`src/rtl/edge_frame_writer_if.sv`:
```
// edge_frame_writer_if: frame-buffer write port (valid/ready handshake, address, data)
interface edge_frame_writer_if #(
  parameter int ADDR_W = 19
);
  logic              valid;
  logic              ready;
  logic [ADDR_W-1:0] addr;
  logic [3:0]        data;
  modport master (output valid, addr, data, input ready);
  modport slave  (input valid, addr, data, output ready);
endinterface

```
`src/rtl/edge_frame_writer.sv`:
```
// edge_frame_writer: realigns Sobel edge pixels to window-centre addresses, zeroes borders, buffers and drains writes; EDGE_WR_THRESH_EN enables binarisation
module edge_frame_writer #(
  parameter int IMG_W      = 640,
  parameter int IMG_H      = 480,
  parameter int ADDR_W     = 19,
  parameter int FIFO_DEPTH = 8,
  parameter int THRESH     = 4
) (
  input  logic                       clk,
  input  logic                       rst,
  input  logic                       frame_start_i,
  input  logic [3:0]                 pix_data_i,
  input  logic                       pix_valid_i,
  edge_frame_writer_if.master        wr,
  output logic                       frame_done_o,
  output logic                       busy_o,
  output logic                       overflow_o,
  output logic                       stray_o
);
  localparam logic [1:0] IDLE  = 2'd0;
  localparam logic [1:0] RUN   = 2'd1;
  localparam logic [1:0] FLUSH = 2'd2;
  localparam logic [1:0] DRAIN = 2'd3;
  localparam int PW = $clog2(FIFO_DEPTH);
  localparam logic [ADDR_W-1:0] OFF     = ADDR_W'(IMG_W + 1);
  localparam logic [ADDR_W-1:0] LAST    = ADDR_W'(IMG_W * IMG_H - 1);
  localparam logic [ADDR_W-1:0] COL_MAX = ADDR_W'(IMG_W - 1);
  localparam logic [ADDR_W-1:0] ROW_MAX = ADDR_W'(IMG_H - 1);
  localparam logic [PW:0]       DEPTH   = (PW + 1)'(FIFO_DEPTH);

  logic [1:0]        state_q, state_d;
  logic [ADDR_W-1:0] k_q, k_d;
  logic [ADDR_W-1:0] a_q, a_d;
  logic [ADDR_W-1:0] row_q, row_d;
  logic [ADDR_W-1:0] col_q, col_d;
  logic [PW:0]       wp_q, wp_d, rp_q, rp_d;
  logic              done_q, done_d, ovf_q, ovf_d, stray_q, stray_d;
  logic [ADDR_W-1:0] fa [FIFO_DEPTH];
  logic [3:0]        fd [FIFO_DEPTH];
  logic              empty, full, pop, pix_run, primed, adv, push, border;
  logic [3:0]        shaped, push_data;

  assign empty   = wp_q == rp_q;
  assign full    = (wp_q - rp_q) == DEPTH;
  assign pop     = !empty && wr.ready;
  assign pix_run = state_q == RUN && pix_valid_i;
  assign primed  = k_q >= OFF;
  // an address is consumed by every primed RUN pixel (even if dropped) and by each non-stalled flush slot
  assign adv     = (pix_run && primed) || (state_q == FLUSH && !full);
  assign push    = adv && !full;
  assign border  = row_q == '0 || row_q == ROW_MAX || col_q == '0 || col_q == COL_MAX;
`ifdef EDGE_WR_THRESH_EN
  assign shaped  = pix_data_i >= 4'(THRESH) ? 4'hF : 4'h0;
`else
  assign shaped  = pix_data_i;
`endif
  assign push_data = (border || state_q != RUN) ? 4'h0 : shaped;

  assign wr.valid     = !empty;
  assign wr.addr      = empty ? '0 : fa[rp_q[PW-1:0]];
  assign wr.data      = empty ? 4'h0 : fd[rp_q[PW-1:0]];
  assign busy_o       = state_q != IDLE;
  assign frame_done_o = done_q;
  assign overflow_o   = ovf_q;
  assign stray_o      = stray_q;

  // frame sequencing and centre-address tracking
  always_comb begin
    state_d = state_q;
    k_d     = pix_run ? k_q + ADDR_W'(1) : k_q;
    a_d     = adv ? a_q + ADDR_W'(1) : a_q;
    col_d   = adv ? (col_q == COL_MAX ? '0 : col_q + ADDR_W'(1)) : col_q;
    row_d   = adv && col_q == COL_MAX ? row_q + ADDR_W'(1) : row_q;
    if (state_q == IDLE && frame_start_i) begin
      state_d = RUN;
      k_d     = '0;
      a_d     = '0;
      row_d   = '0;
      col_d   = '0;
    end
    if (pix_run && k_q == LAST) state_d = FLUSH;
    if (state_q == FLUSH && !full && a_q == LAST) state_d = DRAIN;
    if (state_q == DRAIN && empty) state_d = IDLE;
  end

  // FIFO pointers and status flags
  always_comb begin
    wp_d    = wp_q + (PW + 1)'(push);
    rp_d    = rp_q + (PW + 1)'(pop);
    done_d  = state_q == DRAIN && empty;
    ovf_d   = ovf_q || (pix_run && primed && full);
    stray_d = stray_q || (pix_valid_i && state_q != RUN);
  end

  // state registers
  always_ff @(posedge clk or posedge rst) begin
    if (rst) begin
      state_q <= IDLE;
      k_q     <= '0;
      a_q     <= '0;
      row_q   <= '0;
      col_q   <= '0;
      wp_q    <= '0;
      rp_q    <= '0;
      done_q  <= 1'b0;
      ovf_q   <= 1'b0;
      stray_q <= 1'b0;
    end else begin
      state_q <= state_d;
      k_q     <= k_d;
      a_q     <= a_d;
      row_q   <= row_d;
      col_q   <= col_d;
      wp_q    <= wp_d;
      rp_q    <= rp_d;
      done_q  <= done_d;
      ovf_q   <= ovf_d;
      stray_q <= stray_d;
    end
  end

  // FIFO storage; contents are only visible while the pointers say non-empty
  always_ff @(posedge clk) begin
    if (push) begin
      fa[wp_q[PW-1:0]] <= a_q;
      fd[wp_q[PW-1:0]] <= push_data;
    end
  end
endmodule

```
`src/flat_wrapper.sv`:
```
// flat-port wrapper written by rule: the top's interface ports become plain ports
module edge_frame_writer_flat 
#(
  parameter int IMG_W      = 640,
  parameter int IMG_H      = 480,
  parameter int ADDR_W     = 19,
  parameter int FIFO_DEPTH = 8,
  parameter int THRESH     = 4
)
  (clk, rst, frame_start_i, pix_data_i, pix_valid_i, frame_done_o, busy_o, overflow_o, stray_o, wr_valid, wr_addr, wr_data, wr_ready);
  edge_frame_writer_if #(.ADDR_W(ADDR_W)) wr_i ();
  input  logic clk;
  input  logic rst;
  input  logic frame_start_i;
  input  logic [3:0] pix_data_i;
  input  logic pix_valid_i;
  output logic frame_done_o;
  output logic busy_o;
  output logic overflow_o;
  output logic stray_o;
  output wire logic [$bits(wr_i.valid)-1:0] wr_valid;
  output wire logic [$bits(wr_i.addr)-1:0] wr_addr;
  output wire logic [$bits(wr_i.data)-1:0] wr_data;
  input wire logic [$bits(wr_i.ready)-1:0] wr_ready;
  assign wr_valid = wr_i.valid;
  assign wr_addr = wr_i.addr;
  assign wr_data = wr_i.data;
  assign wr_i.ready = wr_ready;
  edge_frame_writer #(.IMG_W(IMG_W), .IMG_H(IMG_H), .ADDR_W(ADDR_W), .FIFO_DEPTH(FIFO_DEPTH), .THRESH(THRESH)) u_core (.clk(clk), .rst(rst), .frame_start_i(frame_start_i), .pix_data_i(pix_data_i), .pix_valid_i(pix_valid_i), .wr(wr_i), .frame_done_o(frame_done_o), .busy_o(busy_o), .overflow_o(overflow_o), .stray_o(stray_o));
endmodule
```
`config.mk`:
```
export PLATFORM = sky130hd
export DESIGN_NAME = edge_frame_writer_flat
export DESIGN_NICKNAME = d
export VERILOG_FILES = /design/src/rtl/edge_frame_writer_if.sv /design/src/rtl/edge_frame_writer.sv /design/src/flat_wrapper.sv
export SDC_FILE = /design/constraint.sdc
export NUM_CORES = 1
export LEC_CHECK = 0
export BUFFER_PORTS_ARGS = -buffer_cell sky130_fd_sc_hd__buf_2
export CAP_MARGIN = 20
export CORE_MARGIN = 1
export CORE_UTILIZATION = 45
export CTS_CLUSTER_DIAMETER = 150
export DETAILED_ROUTE_END_ITERATION = 6
export HOLD_SLACK_MARGIN = 0.03
export PLACE_DENSITY = 0.6
export RECOVER_POWER = 50
export SYNTH_ARGS = -nofsm -noshare
export SYNTH_HDL_FRONTEND = slang
export SYNTH_SLANG_ARGS = --single-unit
```
`constraint.sdc`:
```
create_clock -name clk -period 14.9 [get_ports clk]
set_input_delay 2.98 -clock clk [delete_from_list [all_inputs] [get_ports clk]]
set_output_delay 2.98 -clock clk [all_outputs]
set_load 0.05 [all_outputs]
```
### Word-level counts from Yosys, hierarchy flattened

Memories as Yosys holds them, arrays and structs flattened.
Cells that the tools add are included.

| word-level totals | value |
|---|---|
| register bits | 89 |
| memory bits (writable) | 184 |
| bits of input ports | 9 |
| output and inout port bits | 28 |
| memories kept | 2 |

| cells by class | value |
|---|---|
| $add $sub $neg | 7 |
| magnitude comparators | 1 |
| equal/unequal tests | 10 |
| muxes and demuxes | 18 |
| reductions and logical operators | 29 |

Memory list:

| memory | words | bits a word | rd ports | clocked after memory_dff | write ports | RTL line | RTL |
|---|---|---|---|---|---|---|---|
| u_core.fa | 8 | 19 | 1 | 0 | 1 | edge_frame_writer.sv:38 | `logic [ADDR_W-1:0] fa [FIFO_DEPTH];` |
| u_core.fd | 8 | 4 | 1 | 0 | 1 | edge_frame_writer.sv:39 | `logic [3:0] fd [FIFO_DEPTH];` |

Operators by type and width:

| operator | number |
|---|---|
| 19-bit 2-to-1 mux | 10 |
| 19-bit by 1-bit adder with 19-bit output (second input constant) | 4 |
| 19-bit == test (second input constant) | 2 |
| 19-bit zero test | 2 |
| 19-bit by 10-bit == test with 1-bit output (second input constant) | 1 |
| 19-bit by 9-bit == test with 1-bit output (second input constant) | 1 |
| 19-bit by 10-bit >= comparator with 1-bit output (second input constant) | 1 |
| 1-bit logical AND | 12 |
| 4-bit by 1-bit adder with 4-bit output | 2 |
| 2-bit 2-to-1 mux | 4 |
| 4-bit 2-to-1 mux | 2 |
| 2-bit nonzero test | 4 |
| 1-bit logical OR | 7 |
| 2-bit == test (second input constant) | 2 |
| 4-bit == test | 1 |
| 4-bit == test (second input constant) | 1 |
| 4-bit nonzero test | 1 |
| 4-bit subtractor | 1 |
| 2-bit by 1-bit == test with 1-bit output (second input constant) | 1 |
| 1-bit zero test | 2 |
| 2-bit zero test | 1 |
| 1-bit 2-to-1 mux | 2 |
| 2-bit by 1-bit != test with 1-bit output (second input constant) | 1 |

### Logic depth before layout (Yosys ltp)

Gate-level depths: netlist (run 1).

| logic depth | value |
|---|---|
| word-level depth | 8 |
| mapped depth | 12 |
| depth with buffers taken out | 9 |

### Worst setup path after synthesis (run 1)

No wires, ideal clock.

| timing path | value |
|---|---|
| path kind | input -> register |
| start point | input port pix_valid_i |
| end point | memory u_core.fa[3][0] (enable) |
| library setup time | 0.437 ns |
| data arrival time | 5.899 ns |
| required time | 14.463 ns |
| setup slack | 8.564 ns |
| stages on the path | 8 |
| path through | and3b_1 -> clkbuf_1 -> and3_1 -> a221oi_4 -> buf_6 -> nor2b_1 -> nand2_1 -> nor3b_1 |

| between the ends | value |
|---|---|
| word-level cells in the longest chain between the ends | 6 |

RTL lines:

| element | RTL line | RTL |
|---|---|---|
| start, declared | flat_wrapper.sv:16 | `input logic pix_valid_i;` |
| 1-bit logical AND | edge_frame_writer.sv:46 | `assign pix_run = state_q == RUN && pix_valid_i;` |
| 1-bit logical AND | edge_frame_writer.sv:49 | `assign adv = (pix_run && primed) \|\| (state_q == FLUSH && !full);` |
| 1-bit logical OR | edge_frame_writer.sv:49 |  |
| 1-bit logical AND | edge_frame_writer.sv:50 | `assign push = adv && !full;` |
| 1-bit 2-to-1 mux | edge_frame_writer.sv:124 | `if (push) begin` |
| 1-bit 2-to-1 mux (implied by the code) | edge_frame_writer.sv:125 | `fa[wp_q[PW-1:0]] <= a_q;` |
| end, declared | edge_frame_writer.sv:38 |  |

No other way between the ends.

### Worst setup path after layout (run 1)

| timing path | value |
|---|---|
| start point | register u_core.rp_q[2] |
| end point | output port wr_addr[12] |

| between the ends | value |
|---|---|
| word-level cells in the longest chain between the ends | 2 |
| elaborated cells on any way between the ends | 3 |

RTL lines:

| element | RTL line | RTL |
|---|---|---|
| start, declared | edge_frame_writer.sv:36 | `logic [PW:0] wp_q, wp_d, rp_q, rp_d;` |
| start signal, assigned | edge_frame_writer.sv:115 | `rp_q <= rp_d;` |
| memory read 8 x 19 bit / 4-bit == test (equally long branches) | n/a |  |
| 19-bit 2-to-1 mux * | edge_frame_writer.sv:60 | `assign wr.addr = empty ? '0 : fa[rp_q[PW-1:0]];` |
| end, declared | flat_wrapper.sv:22 | `output wire logic [$bits(wr_i.addr)-1:0] wr_addr;` |

Mark *: on every way between the ends. The rest lies on a longest branch, timed or not.

==> results by group, run 1 <==
Run status
  • Outcome: finished with violations
  • Violated checks: capacitance limit, slew limit

Power
  • Logic pwr share: 23.1%
  • Pint: 0.00143 W
  • Reg power frac: 42.9%
  • Clock power share: 34.0%
  • Peak supply drop: 0.000122 V
  • Switching power: 0.000668 W
  • Pwr Total: 0.00210 W
  • P per Cell Area: 158 nW/um^2
  • P_leak: 5.00 nW
  • Switching Share: 31.8%

Placed design
  • Post-place setup slack: 8.44 ns
  • Placed cell areas: 12,400 sq um
  • DPL Wire Length: 13.8 mm
  • PortBufs: 36
  • Routability cong.: 0.784

Synth
  • Register area share after synthesis: 65.6%
  • Cell variety after synth: 52
  • Synth async-reset ratio: 32.6%
  • Mapped Nets: 864
  • Post-synth EDFFs: 184
  • Synthesis Warnings: 0
  • Post-synthesis register bit count: 273
  • Syn_area_per_cell: 14.0 sq um
  • Top_reg_cell synth: edfxtp_1
  • Mapped Cells: 841
  • Post-Syn Area: 11,800 sq um

Critical path
  • Internal reg-to-reg setup slack: 9.50 ns
  • Slowest stage delay, CP: 1.02 ns
  • Top delay family on crit path: buffers and inverters
  • Crit Path Class: flip-flop to output port
  • Worst EP required: 11.92 ns
  • Crit path max fanout: 26
  • Buffers and inverters on the worst path: 3
  • Worst path slowest cell: clkbuf_1
  • Worst Path Arrival: 4.64 ns
  • Startpoint Class: flip-flop
  • Endpoint class of the critical path: output port
  • CP cell instances: inv_1, ha_1, and3_1, nor2b_1, clkbuf_1, a21oi_1, buf_2

Global routing
  • Number of global-route vias before repair: 6,703
  • GR Overflow Total: 0
  • First-pass GRT wire length: 37.6 mm
  • GRT Total Usage: 18.1%
  • Antenna violations before repair: 0
  • Pin count of the biggest net entering global routing: 65

Drt
  • Initial drt markers: 436
  • Residual DRC: 0
  • Post-DRT Antenna Nets: 0
  • DRT Pass-1 Iters: 5
  • Final Routed Wirelength: 23.3 mm
  • Via/cell ratio: 5.51
  • Vias: 6,810
  • Drt wl/cell: 18.9 um

Floorplanning
  • Die width: 164 um
  • IO Pins: 37
  • Die Ht: 164 um
  • Initial core utilization: 46.4%
  • Die Area: 26,900 sq um
  • Row count: 58
  • Core box area: 25,500 sq um

Clock network
  • Post-CTS Resized: 0
  • Clock Path Buffers: 3
  • Number of CTS-inserted buffers: 29
  • Clk sinks: 273
  • CTS Root Cell: clkbuf_16
  • CTS tree: built
  • Post-CTS Setup Repair Bufs: 0
  • Cts hold-fix bufs: 0
  • H-tree Lvls: 1
  • Worst-skew pair later-pin latency: 0.55 ns
  • Clk slew on worst S/H paths: 0.06 ns

STA
  • Worst Tran Pin Value: 3.12 ns
  • Clock skew: 0.0175 ns
  • RSZ-0062 raised after global routing: no
  • Slew margin rel.: -108%
  • FMAX: 131 MHz
  • Worst setup margin: 7.28 ns
  • Hold Vio Cnt, Final: 0
  • Setup Viol. Count Final: 0
  • Post-route clock period utilization: 51.1%
  • Tmin final: 7.62 ns
  • Hold_ws: 0.465 ns
  • Setup TNS: 0 ns
  • Max-slew violation count: 115

Finish
  • Final instance area: 13,300 sq um
  • Area of the multi-input gates: 3850 sq um
  • Fraction of layout cells with a size suffix above 1: 16.2%
  • Layout fillers: 2,139
  • FF/Latch Area: 7760 sq um
  • Final nets: 905
  • Layout area overhead: 12.6%

Min path
  • Hold Crit Class: flip-flop to flip-flop

Flow run
  • Max-cap violation count: 3
## cell usage after synthesis (all sizes together), types with 3 or more instances
cell type / n / area, sq um
nand4: 13 / 81.3
a21oi: 38 / 190
and2: 6 / 37.5
nor3: 24 / 120
nand2: 86 / 323
or2: 3 / 18.8
nand4b: 3 / 26.3
nand3b: 4 / 30.0
nor2: 61 / 229
nor3b: 6 / 45.0
inv: 19 / 71.3
nand3: 29 / 145
and4: 4 / 35.0
clkbuf: 26 / 97.6
mux2i: 5 / 50.1
or3: 9 / 56.3
a21o: 6 / 45.0
nor4b: 7 / 73.8
mux4: 46 / 1040
nor4: 20 / 125
ha: 14 / 175
and3: 23 / 144
o21ai: 21 / 105
buf: 12 / 68.8
nor2b: 6 / 37.5
dfrtp: 89 / 2230
nand2b: 5 / 31.3
xor2: 13 / 114
xnor2: 39 / 342
edfxtp: 184 / 5530
## worst paths after layout
check,end,from,cells past startpoint
min reg2reg,u_core.stray_o,u_core.stray_o,1
max in group asynchronous,u_core.rp_q[0],rst,3
min,u_core.stray_o,u_core.stray_o,1
min in group asynchronous,u_core.k_q[5],rst,2
max,wr_addr[12],u_core.rp_q[2],7
max reg2reg,u_core.fd[6][0],u_core.rp_q[2],10
## cell type report
cell class,instances,share of cell area [%]
diodes,1,0.0188
multi-input cells,511,28.9
clock buffers,32,5.54
repair buffers,48,1.91
well taps,330,3.10
flip-flops and latches,273,58.3
inverters,19,0.546
clock inverters,21,1.63
## flip-flops by register name, indices dropped and copies added (netlist names)
register             count
u_core.col_q            19
u_core.fd               32
u_core.frame_done_o      1
u_core.row_q            19
u_core.a_q              19
u_core.fa              152
u_core.k_q              19
u_core.rp_q              4
u_core.wp_q              4
u_core.overflow_o        1
u_core.state_q           2
u_core.stray_o           1
## metal layers
metal | track usage [%] | up-vias | part of all wire, %
met5 | 0 | - | 0
met2 | 29.0 | 138 | 46
li1 | - | 3248 | -
met1 | 26.4 | 3390 | 48
met4 | 3.79 | 0 | 1.7
met3 | 2.42 | 34 | 3.8
## layout by cell type (no fill, tap or decap), types with 14 or more instances in the layout
master / netlist / routed
a21oi_1: 38 / 38
buf_2: 7 / 32
xnor2_1: 39 / 39
nand3_1: 29 / 29
nand2_1: 86 / 86
mux4_2: 46 / 46
edfxtp_1: 184 / 184
dfrtp_1: 89 / 87
nor4_1: 20 / 20
inv_1: 19 / 18
o21ai_0: 15 / 15
and3_1: 23 / 23
ha_1: 14 / 14
clkbuf_16: 0 / 29
nor2_1: 61 / 59
nor3_1: 24 / 20
## cell families (layout without fill, tap and decap cells)
| family | count (synthesis) | after routing | synth area share (%) |
|---|---|---|---|
| AND/OR/NAND/NOR | 315 | 315 | 13.7 |
| flip-flops | 273 | 273 | 65.6 |
| AO/OA/AOI/OAI | 78 | 78 | 3.90 |
| buffers and inverters | 57 | 120 | 2.01 |
| XOR/XNOR | 53 | 53 | 4.05 |
| multiplexers | 51 | 51 | 9.20 |
| adder cells (fa/ha/maj) | 14 | 14 | 1.48 |
| other | 0 | 1 | 0 |
## power groups by stage
stage | logic, W | registers (W) | clock network [W]
finish | 0.000484 | 0.000901 | 0.000715
global route | 0.000521 | 0.000913 | 0.000761
CTS | 0.000492 | 0.000907 | 0.000730
detailed placement | 0.000491 | 0.000922 | 0
global placement | 0.000487 | 0.000922 | 0
floorplan | 0.000430 | 0.000861 | 0
## metrics by stage
step | util, % | std cells
4_1_cts | 52.3 | 1234
2_1_floorplan | - | 841
5_1_grt | 52.2 | 1234
3_3_place_gp | 48.6 | 1181
6_report | 52.2 | 1235
3_5_place_dp | 48.6 | 1181
Note: power is estimated with default switching activity, not from simulation.
==> inputs of run 2 (changes only) <==
==> constraint.sdc (replaced) <==
create_clock -name clk -period 7.4 [get_ports clk]
set_input_delay 1.48 -clock clk [delete_from_list [all_inputs] [get_ports clk]]
set_output_delay 1.48 -clock clk [all_outputs]
set_load 0.05 [all_outputs]
==> run 2 against run 1 <==
Against the previous run: the flow still finishes with violations (capacitance limit, slew limit); sequential share of layout area fell by 0.28 points; wire length fell by 0.24%; global-route usage barely moved; cell count barely moved; clock power rose by 110%; clock skew fell by 0.0081 ns; utilization rose by 0.25 points; via count rose by 0.13%; worst hold slack got worse by 0.0085 ns; setup slack got worse by 5.5 ns.
==> results by group, run 2 (synthesis results as in run 1) <==
Clock network
  • Clock Path Buffers: 3
  • Post-CTS Setup Repair Bufs: 0
  • CTS Root Cell: clkbuf_16
  • Clk sinks: 273
  • H-tree Lvls: 1
  • Clk slew on worst S/H paths: 0.06 ns
  • Number of CTS-inserted buffers: 29
  • CTS tree: built
  • Worst-skew pair later-pin latency: 0.55 ns
  • Cts hold-fix bufs: 0
  • Post-CTS Resized: 0

STA
  • FMAX: 179 MHz
  • RSZ-0062 raised after global routing: no
  • Setup Viol. Count Final: 0
  • Tmin final: 5.59 ns
  • Hold Vio Cnt, Final: 0
  • Setup TNS: 0 ns
  • Post-route clock period utilization: 75.6%
  • Slew margin rel.: -86.4%
  • Clock skew: 0.00934 ns
  • Max-slew violation count: 150
  • Worst setup margin: 1.81 ns
  • Worst Tran Pin Value: 2.80 ns

Run status
  • Violated checks: capacitance limit, slew limit
  • Outcome: finished with violations

Power
  • Switching Share: 30.1%
  • Clock power share: 35.7%
  • Pint: 0.00290 W
  • P_leak: 5.07 nW
  • P per Cell Area: 311 nW/um^2
  • Peak supply drop: 0.000288 V
  • Logic pwr share: 20.8%
  • Reg power frac: 43.4%
  • Switching power: 0.00125 W

Critical path
  • Worst EP required: 5.92 ns
  • Worst Path Arrival: 4.11 ns
  • Crit Path Class: flip-flop to output port
  • Worst Setup SP: u_core.rp_q[2]
  • Startpoint Class: flip-flop
  • Endpoint class of the critical path: output port
  • Crit path max fanout: 26
  • RR Startpoint: u_core.rp_q[2]

Finish
  • FF/Latch Area: 7760 sq um
  • Highest-count cells in the layout ignoring fill and taps: edfxtp_1 (184), dfrtp_1 (87), nand2_1 (86), nor2_1 (59), mux4_2 (46)
  • Max reg flops: 152
  • Layout fillers: 2,146
  • Layout area overhead: 13.2%
  • Most common cell after layout, fill and taps aside: edfxtp_1
  • Final nets: 906
  • Cell Count, Final, Fillers Out: 1,236
  • Fraction of layout cells with a size suffix above 1: 16.7%
  • Area of the multi-input gates: 3850 sq um
  • Ant. Diodes: 0

Global routing
  • Number of global-route vias before repair: 6,858
  • Pin count of the biggest net entering global routing: 65
  • Antenna violations before repair: 0
  • First-pass GRT wire length: 37.6 mm
  • GRT Total Usage: 18.1%
  • GR Overflow Total: 0

Min path
  • Hold Crit Class: flip-flop to flip-flop
  • Min-delay src: u_core.stray_o

Flow run
  • Max-cap violation count: 4

Floorplanning
  • IO Pins: 37
  • Die Area: 26,900 sq um
  • Core box area: 25,500 sq um
  • Die width: 164 um
  • Die Ht: 164 um
  • Initial core utilization: 46.4%
  • Row count: 58

Placed design
  • Routability cong.: 0.791
  • PortBufs: 36
  • Inst Count DP: 1,181
  • DPL Wire Length: 13.9 mm
  • Post-place setup slack: 2.03 ns

Drt
  • Final Routed Wirelength: 23.3 mm
  • Initial drt markers: 465
  • Drt wl/cell: 18.8 um
  • DRT Pass-1 Iters: 4
  • Residual DRC: 0
  • Vias: 6,819
  • Via/cell ratio: 5.52
  • Post-DRT Antenna Nets: 0
run 2: cell count changes in the layout (fill, tap and decap cells not counted):
cell,before,now
clkbuf_8,0,8
clkinv_1,8,0
clkbuf_1,10,16
buf_2,32,30
and2_0,4,3
and2_1,2,3
buf_8,0,1
bufinv_16,4,3
clkinv_2,6,5
diode_2,1,0
inv_6,1,0
nor2b_1,6,5
nor2b_2,0,1
run 2: layout make-up:
type                            instances  area share (%)
Inverter                               19           0.543
Clock inverter                         10            1.07
Sequential cell                       273            58.0
Timing Repair Buffer                   49            1.99
Tap cell                              330            3.09
Clock buffer                           44            6.45
Multi-Input combinational cell        511            28.8
run 2: per-stage QoR:
| step | util [%] | power, W | cell area, sq um | hold slack [ns] |
|---|---|---|---|---|
| 5_1_grt | 52.5 | 0.00433 | 13400 | 0.464 |
| 2_1_floorplan | - | 0.00250 | 11800 | 0.475 |
| 3_3_place_gp | 48.6 | 0.00271 | 12400 | 0.440 |
| 6_report | 52.5 | 0.00415 | 13400 | 0.456 |
| 3_5_place_dp | 48.6 | 0.00271 | 12400 | 0.443 |
| 4_1_cts | 52.5 | 0.00420 | 13400 | 0.456 |
run 2: critical path, stage by stage (launching register included):
cell,delay [ns]
dfrtp_1,0.69
inv_1,0.59
ha_1,0.50
and3_1,0.20
nor2b_2,0.14
clkbuf_1,1.01
a21oi_1,0.12
buf_2,0.29
run 2: power groups by stage:
| stage | clock network [W] | logic, W | registers, W |
|---|---|---|---|
| final | 0.00148 | 0.000866 | 0.00180 |
| after global routing | 0.00157 | 0.000932 | 0.00182 |
| after CTS | 0.00152 | 0.000860 | 0.00183 |
| after detailed placement | 0 | 0.000858 | 0.00186 |
| after floorplan | 0 | 0.000765 | 0.00173 |
| after global placement | 0 | 0.000853 | 0.00185 |
run 2: per-layer routing:
layer	vias to the layer above	GRT usage, %	wire [um]
li1	3241	-	-
met1	3431	25.9	11100
met2	114	29.8	11100
met3	33	2.10	652
met4	0	4.17	444
met5	-	0	0
run 2: path summary, 6_finish.rpt:
check                             endpoint  slack (ns)  cells after the start
max reg2reg                u_core.fa[6][8]        2.78                     10
max in group asynchronous  u_core.col_q[3]        2.79                      3
min                         u_core.stray_o        0.46                      1
max                            wr_addr[12]        1.81                      7
min reg2reg                 u_core.stray_o        0.46                      1
min in group asynchronous    u_core.k_q[5]        1.35                      2
